<file path="src/rtl/sparse_match_sequencer.sv">
// Sparse match sequencer: ANDs IFM/filter bitmap chunks and walks the set bits
// of the result lowest-index first, one match per output beat, across a tile
// of CHUNK_CNT chunks. It tracks the chunk index, flags the last match of each
// chunk, counts the matches in the tile and pulses tile_done_o when the tile ends.
//
// Handshake: a transfer happens on a rising clk_i edge where valid and ready
// are both high. Valid never depends on ready. While a beat is stalled
// (out_valid_o & !out_ready_i), every out_* field holds stable. in_ready_o is
// high only in LOAD and out_valid_o only in SCAN, so input acceptance and match
// beats never overlap in the same cycle.
module sparse_match_sequencer #(
  parameter  int SIZE      = 128,
  parameter  int CHUNK_CNT = 4,
  localparam int ADDR_W    = $clog2(SIZE),
  localparam int CIDX_W    = (CHUNK_CNT > 1) ? $clog2(CHUNK_CNT) : 1,
  localparam int CNT_W     = $clog2(SIZE * CHUNK_CNT + 1)
) (
  input  logic              clk_i,
  input  logic              rst_i,
  input  logic              flush_i,
  input  logic              in_valid_i,
  output logic              in_ready_o,
  input  logic [SIZE-1:0]   in1_i,
  input  logic [SIZE-1:0]   in2_i,
  output logic              out_valid_o,
  input  logic              out_ready_i,
  output logic [ADDR_W-1:0] match_addr_o,
  output logic [CIDX_W-1:0] chunk_idx_o,
  output logic              chunk_last_o,
  output logic              tile_done_o,
  output logic [CNT_W-1:0]  match_cnt_o
);

  typedef enum logic {
    LOAD = 1'b0,
    SCAN = 1'b1
  } state_t;

  state_t             state;
  logic [SIZE-1:0]    mask_r;
  logic [CIDX_W-1:0]  chunk_cnt_r;
  logic [CIDX_W-1:0]  cidx_r;
  logic [CNT_W-1:0]   match_cnt_r;
  logic               in_ready_r;
  logic               out_valid_r;
  logic               tile_done_r;

  logic [SIZE-1:0]    in_mask;
  logic [SIZE-1:0]    mask_rest;
  logic [ADDR_W-1:0]  low_addr;
  logic               one_left;
  logic               last_chunk;
  logic [CIDX_W-1:0]  chunk_cnt_nxt;

  // Chunk match mask, the mask with its lowest set bit removed, and chunk counter wrap.
  always_comb begin
    in_mask       = in1_i & in2_i;
    mask_rest     = mask_r & (mask_r - SIZE'(1));
    one_left      = (mask_r != '0) && (mask_rest == '0);
    last_chunk    = (chunk_cnt_r == CIDX_W'(CHUNK_CNT - 1));
    chunk_cnt_nxt = last_chunk ? '0 : chunk_cnt_r + CIDX_W'(1);
  end

  // Priority encoder: position of the lowest set bit of the working mask.
  always_comb begin
    low_addr = '0;
    for (int i = SIZE - 1; i >= 0; i--) begin
      if (mask_r[i]) low_addr = ADDR_W'(i);
    end
  end

  // Sequencer FSM with registered handshake flags, mask, counters and done pulse.
  always_ff @(posedge clk_i or posedge rst_i) begin
    if (rst_i) begin
      state       <= LOAD;
      mask_r      <= '0;
      chunk_cnt_r <= '0;
      cidx_r      <= '0;
      match_cnt_r <= '0;
      in_ready_r  <= 1'b1;
      out_valid_r <= 1'b0;
      tile_done_r <= 1'b0;
    end else begin
      tile_done_r <= 1'b0;
      if (flush_i) begin
        // Abort wins over any handshake in the same cycle.
        state       <= LOAD;
        mask_r      <= '0;
        chunk_cnt_r <= '0;
        cidx_r      <= '0;
        match_cnt_r <= '0;
        in_ready_r  <= 1'b1;
        out_valid_r <= 1'b0;
      end else begin
        case (state)
          LOAD: begin
            if (in_valid_i) begin
              mask_r <= in_mask;
              cidx_r <= chunk_cnt_r;
              // Chunk 0 starts a new tile; the previous tile count is held until here.
              if (chunk_cnt_r == '0) match_cnt_r <= '0;
              if (in_mask != '0) begin
                state       <= SCAN;
                in_ready_r  <= 1'b0;
                out_valid_r <= 1'b1;
              end else begin
                // Empty chunk: nothing to emit, it completes on acceptance.
                chunk_cnt_r <= chunk_cnt_nxt;
                tile_done_r <= last_chunk;
              end
            end
          end
          SCAN: begin
            if (out_ready_i) begin
              mask_r      <= mask_rest;
              match_cnt_r <= match_cnt_r + CNT_W'(1);
              if (one_left) begin
                state       <= LOAD;
                in_ready_r  <= 1'b1;
                out_valid_r <= 1'b0;
                chunk_cnt_r <= chunk_cnt_nxt;
                tile_done_r <= last_chunk;
              end
            end
          end
          default: begin
            state       <= LOAD;
            in_ready_r  <= 1'b1;
            out_valid_r <= 1'b0;
          end
        endcase
      end
    end
  end

  // The ready register resets high, so it is masked while reset is held.
  assign in_ready_o   = in_ready_r & ~rst_i;
  assign out_valid_o  = out_valid_r;
  assign match_addr_o = low_addr;
  assign chunk_idx_o  = cidx_r;
  assign chunk_last_o = one_left;
  assign tile_done_o  = tile_done_r;
  assign match_cnt_o  = match_cnt_r;

endmodule

</file>
<file path="config.mk">
export PLATFORM = sky130hd
export DESIGN_NAME = sparse_match_sequencer
export DESIGN_NICKNAME = d
export VERILOG_FILES = /design/src/rtl/sparse_match_sequencer.sv
export SDC_FILE = /design/constraint.sdc
export NUM_CORES = 1
export LEC_CHECK = 0
export ABC_CLOCK_PERIOD_IN_PS = 5300
export BUFFER_PORTS_ARGS = -buffer_cell sky130_fd_sc_hd__buf_4
export CELL_PAD_IN_SITES_DETAIL_PLACEMENT = 1
export CELL_PAD_IN_SITES_GLOBAL_PLACEMENT = 1
export CORE_ASPECT_RATIO = 0.9
export CORE_MARGIN = 5
export CORE_UTILIZATION = 39
export CTS_CLUSTER_DIAMETER = 50
export DETAILED_ROUTE_END_ITERATION = 10
export PLACE_DENSITY = 0.91
export SETUP_SLACK_MARGIN = 0.3
export SYNTH_ARGS = -nofsm -noshare
export SYNTH_HDL_FRONTEND = slang
export SYNTH_SLANG_ARGS = --single-unit
</file>
<file path="constraint.sdc">
create_clock -name clk_i -period 5.3 [get_ports clk_i]
set_clock_uncertainty 0.05 [all_clocks]
set_input_delay 0.53 -clock clk_i [delete_from_list [all_inputs] [get_ports clk_i]]
set_output_delay 0.53 -clock clk_i [all_outputs]
set_load 0.01 [all_outputs]
</file>
# [Yosys cells after proc, flatten, opt, wreduce, memory -nomap -nowiden]
# Cells that the tools add are included.
[word_totals] ff_bits=146 in_bits=261 out_inout_bits=23 word_cells=206
[op_classes] addsub=3 eq_ne=8 mux=171 n_bitwise=5 n_reduce_logical=11
[ops] operator="$mux 7" count=128
[ops] operator="$mux 128" count=3
[ops] operator="$and 128x128->128" count=2
[ops] operator="$pmux 128 s2" count=1
[ops] operator="$reduce_bool 128->1" count=2
[ops] operator="$logic_not 128->1" count=1
[ops] operator="$sub 128x1->128 const B" count=1
[ops] operator="$mux 10" count=4
[ops] operator="$mux 1" count=20
[ops] operator="$pmux 10 s2" count=1
[ops] operator="$mux 2" count=9
[ops] operator="$ne 3x3->1 const B" count=6
[ops] operator="$add 10x1->10 const B" count=1
[ops] operator="$pmux 1 s2" count=4
[ops] operator="$reduce_and 4->1" count=2
[ops] operator="$pmux 2 s2" count=1
[ops] operator="$reduce_and 2->1" count=2
[ops] operator="$reduce_and 3->1" count=1
[ops] operator="$add 2x1->2 const B" count=1
[ops] operator="$eq 2x2->1 const B" count=1
[ops] operator="$logic_not 2->1" count=1
[ops] operator="$ne 2x2->1 const B" count=1
[ops] operator="$not 1->1" count=2
[ops] operator="$reduce_bool 2->1" count=1
[ops] operator="2 further kinds" count=2

# [Depth between registers and ports, before layout]
[depth] depth_word=128 mapped_depth=14 depth_no_buf=10

# [Worst setup path before layout]
# OpenSTA, ideal clock, no wires.
[synth_path] path_type="register -> output" startpoint="reg mask_r[50]" endpoint="out chunk_last_o" arrival_ns=3.665 required_time_ns=4.720 setup_slack_ns=1.055 stages_incl_launch_ff=12 path_buffers=2 cell_sequence="dfrtp_1 -> or4_1 -> buf_2 -> or4_4 -> or3_1 -> buf_2 -> o41ai_2 -> o2111ai_1 -> nor3_1 -> nand4_1 -> or4_4 -> nor3_1"
[synth_via] elab_chain_len=4 word_cells_on_any_way=5 cone_classes="add/sub: 1; bitwise: 1; reduce/logical: 3"
[synth_rtl] item="start: declaration" line="40" source="logic [SIZE-1:0] mask_r;"
[synth_rtl] item="start signal: assignment" line="98" source="mask_r <= in_mask;"
[synth_rtl] item="start signal: assignment" line="115" source="mask_r <= mask_rest;"
[synth_rtl] item="$sub 128x1->128" line="58" source="mask_rest = mask_r & (mask_r - SIZE'(1));"
[synth_rtl] item="$and 128x128->128" line="58"
[synth_rtl] item="$logic_not 128->1" line="59" source="one_left = (mask_r != '0) && (mask_rest == '0);"
[synth_rtl] item="$logic_and 1x1->1 *" line="59"
[synth_rtl] item="end: declaration" line="29" source="output logic chunk_last_o,"
# Every way passes the cells marked *; elsewhere a longest branch is shown, timed or not.

# [Final worst setup path]
[layout_path] startpoint="reg mask_r[41]" endpoint="out chunk_last_o"
# The elaborated chain is that of the path after synthesis.

==> summary.md <==
| Metric | Value |
|---|---|
| Run status | completed |
| Number of nets in the layout | 2145 |
| Max IR drop VDD | 0.2569 mV |
| Worst Path Required | 4.72 ns |
| Detailed Route Iter0 Violations | 2171 |
| Maximum number of pins on one net before global-route repair | 106 |
| Count leader, synth | sky130_fd_sc_hd__nand2_1 |
| Clk sink count | 146 |
| Cell count after synthesis | 1560 |
| First-pass DRT Iterations | 8 |
| Clock slew at reported path FFs | 0.08 ns |
| Yosys top cell area share | 0.3119 |
| Net count after synthesis | 1824 |
| Max H-tree Level | 4 |
| Leakage power | 0.007004 µW |
| Minimum clock period after layout | 5.019 ns |
| Arrival @ worst endpoint | 4.44 ns |
| Max-cap violations | 0 |
| Buffer depth of the longest clock path | 2 |
| Remaining antenna violation count after routing | 0 |
| Post-route setup TNS | 0 ns |
| EDFF count, synth | 0 |
| Boundary Pins | 284 |
| Via count of the first global-routing pass | 16220 |
| Global-route wire length before repair | 110100 µm |
| Netlist area before placement | 0.01163 mm² |
| Cell types with the highest counts after synthesis | sky130_fd_sc_hd__nand2_1, sky130_fd_sc_hd__o21ai_0, sky130_fd_sc_hd__dfrtp_1 |
| Dominant register cell in the synthesized netlist | sky130_fd_sc_hd__dfrtp_1 |
| Worst Max-Slew Pin Slew | 1.264 ns |
| Final hold viol count | 0 |
| Type of the setup path with the least slack | flop to primary output |
| Clock root buffer | sky130_fd_sc_hd__clkbuf_16 |
| Via Count | 16260 |
| Detail-routed via count per cell | 7.075 |
| Power density over cell area | 342.4 mW/mm² |
| Overall die width | 192.0 µm |
| Async set-or-reset flop fraction in the synthesized netlist | 1.000 |
| Peak clock frequency supported by timing | 0.1992 GHz |
| Total Die Area | 0.03339 mm² |
| Total overflow reported by the global router | 0 |
| Portion of the clock cycle consumed by the worst path in the final layout | 0.9470 |
| Final HPWL from detailed placement | 60840 µm |
| TritonCTS clock tree | done |
| Worst-case headroom to the max-slew limit | 0.1544 |
| Count of synthesis-stage warnings from yosys | 0 |
| Total placed instance area | 0.01477 mm² |
| Largest driver fanout on the critical path | 6 |
| Post-synthesis sequential area ratio | 0.3142 |
| Number of clock buffers inserted by TritonCTS | 17 |
| Unrepaired setup endpoints after global routing | true |
| Initial core utilization | 0.3923 |
| Summed area of non-filler cells in the final layout | 0.01576 mm² |
| Initial antenna violation count | 3 |
| Final Slew Violations | 0 |
| Number of setup violations in the final report | 0 |
| Flip-flop and latch count after synthesis | 146 |
| Hold crit path type | primary input to asynchronous set/reset pin |
| Area growth from synthesis to layout | 35.52% |
| Die extent in y | 173.8 µm |
| Setup slack, reg-to-reg | 0.71 ns |
| Worst skew pair latency | 0.48 ns |
| Total Routing Usage GR | 0.4461 |
| IO Port Bufs | 283 |
| Average instance area after synthesis | 7.457 µm² |
| Fraction of final layout cells with drive strength greater than 1 | 0.2703 |
| Launching element type of the critical path | flop |
| Leading post-synthesis cells by cell area | sky130_fd_sc_hd__dfrtp_1, sky130_fd_sc_hd__o21ai_0, sky130_fd_sc_hd__nand2_1, sky130_fd_sc_hd__a32o_1, sky130_fd_sc_hd__nor2_1 |
| Synth cell types | 81 |
| Area of the core region | 0.02965 mm² |
| Number of core rows | 60 |
| Worst Reg2Reg Path Length in Cells | 10 |
| DRC violation count after routing | 0 |
| Routed Wire Length | 77280 µm |
| Endpoint kind of the worst setup timing path | primary output |
| Library cell occupying the most area in the post-synthesis netlist | sky130_fd_sc_hd__dfrtp_1 |
| Wirelength per Cell | 33.63 µm |
| Final Wtd Congestion | 1.082 |
-- kinds of logic (layout without fill, tap and decap cells) --
family,Yosys count,after routing,synth area share
muxes,6,6,0.005163
AOI/OAI and AO/OA,552,552,0.3199
adders and majority gates,5,5,0.004948
and+or+nand+nor,686,686,0.3005
xor gates and xnor gates,4,4,0.003012
DFF,146,146,0.3142
other,0,1,0
buffers and inverters,161,495,0.05227
-- timing repair --
| action | CTS | global route |
|---|---|---|
| pin swaps | 3 | 14 |
| buffers inserted | 2 | 17 |
| endpoints found under the setup margin | 2 | 1 |
| gates resized for setup | 20 | 29 |
| hold endpoints to repair | 0 | 0 |
| hold buffers | 0 | 0 |
-- final timing paths --
kind                                start              to
max in group asynchronous           rst_i      mask_r[70]
setup reg to reg               mask_r[41]     tile_done_o
hold / removal                      rst_i       mask_r[1]
setup / recovery               mask_r[41]    chunk_last_o
min in group clk_i              in2_i[41]      mask_r[41]
hold reg to reg            chunk_idx_o[1]  chunk_idx_o[1]
-- layout make-up --
type / instances / area [µm²]
Fill cell: 3684 / 13890
Multi-Input combinational cell: 1253 / 7642
Sequential cell: 146 / 3666
Timing Repair Buffer: 418 / 3163
Tap cell: 403 / 504.2
Clock buffer: 17 / 425.4
Clock inverter: 15 / 186.4
Inverter: 45 / 173.9
Antenna cell: 1 / 2.502
-- power by group --
group | internal (µW) | total [µW] | switching (µW)
Combinational | 953 | 2640 | 1690
Sequential | 1200 | 1380 | 182
Clock | 719 | 1370 | 654
-- critical path, cell delays in order (launching register included) --
cell and delay (ns):
sky130_fd_sc_hd__dfrtp_2 0.45, sky130_fd_sc_hd__or4_4 0.55, sky130_fd_sc_hd__or4_4 0.56, sky130_fd_sc_hd__or3_4 0.41, sky130_fd_sc_hd__o41ai_4 0.39, sky130_fd_sc_hd__o2111ai_2 0.18
sky130_fd_sc_hd__nor4b_2 0.34, sky130_fd_sc_hd__nand4_1 0.17, sky130_fd_sc_hd__or4_4 0.61, sky130_fd_sc_hd__nor3_4 0.16, sky130_fd_sc_hd__buf_4 0.15
-- state kept, by name, indices dropped and copies added, names as in the netlist --
| signal | cells |
|---|---|
| chunk_idx_o | 2 |
| tile_done_o | 1 |
| in_ready_r | 1 |
| match_cnt_o | 10 |
| state | 1 |
| chunk_cnt_r | 2 |
| out_valid_o | 1 |
| mask_r | 128 |
-- metal layers --
layer,vias up,GRT usage,part of all wire
met5,-,0,0.00035
met4,4,0.2430,0.069
met3,318,0.1112,0.12
met2,1283,0.6612,0.43
met1,7952,0.5956,0.39
li1,6701,-,-
-- per-stage QoR --
step	setup WS [ns]	util	hold slack (ns)	cells	power (µW)
2_1_floorplan	0.7987	-	0.4517	1560	2591
3_3_place_gp	0.3105	0.4980	0.4582	2246	3759
3_5_place_dp	0.1811	0.4980	0.4743	2246	3788
4_1_cts	0.3047	0.5228	0.2680	2280	5174
5_1_grt	0.1998	0.5315	0.2704	2297	5529
6_report	0.2810	0.5316	0.2452	2298	5398
-- layout by cell type (no fill, tap or decap), types with 10 or more instances in the layout --
cell                        instances
sky130_fd_sc_hd__o31ai_1           26
sky130_fd_sc_hd__nand4_1           52
sky130_fd_sc_hd__o21a_1            10
sky130_fd_sc_hd__or4_4             10
sky130_fd_sc_hd__or3_1             12
sky130_fd_sc_hd__nor2_1           123
sky130_fd_sc_hd__buf_4            416
sky130_fd_sc_hd__nor3_1            59
sky130_fd_sc_hd__nand3_1           52
sky130_fd_sc_hd__inv_1             43
sky130_fd_sc_hd__a221oi_1          13
sky130_fd_sc_hd__o22ai_1           16
sky130_fd_sc_hd__nand2_1          199
sky130_fd_sc_hd__o21ai_0          193
sky130_fd_sc_hd__clkbuf_16         17
sky130_fd_sc_hd__a32o_1            59
sky130_fd_sc_hd__or4_1             28
sky130_fd_sc_hd__and4_1            14
sky130_fd_sc_hd__a22o_1            10
sky130_fd_sc_hd__dfrtp_1          136
sky130_fd_sc_hd__a22oi_1           24
sky130_fd_sc_hd__a21oi_1           87
sky130_fd_sc_hd__nor4_1            70
No activity file was read; power rests on OpenSTA's default activity.
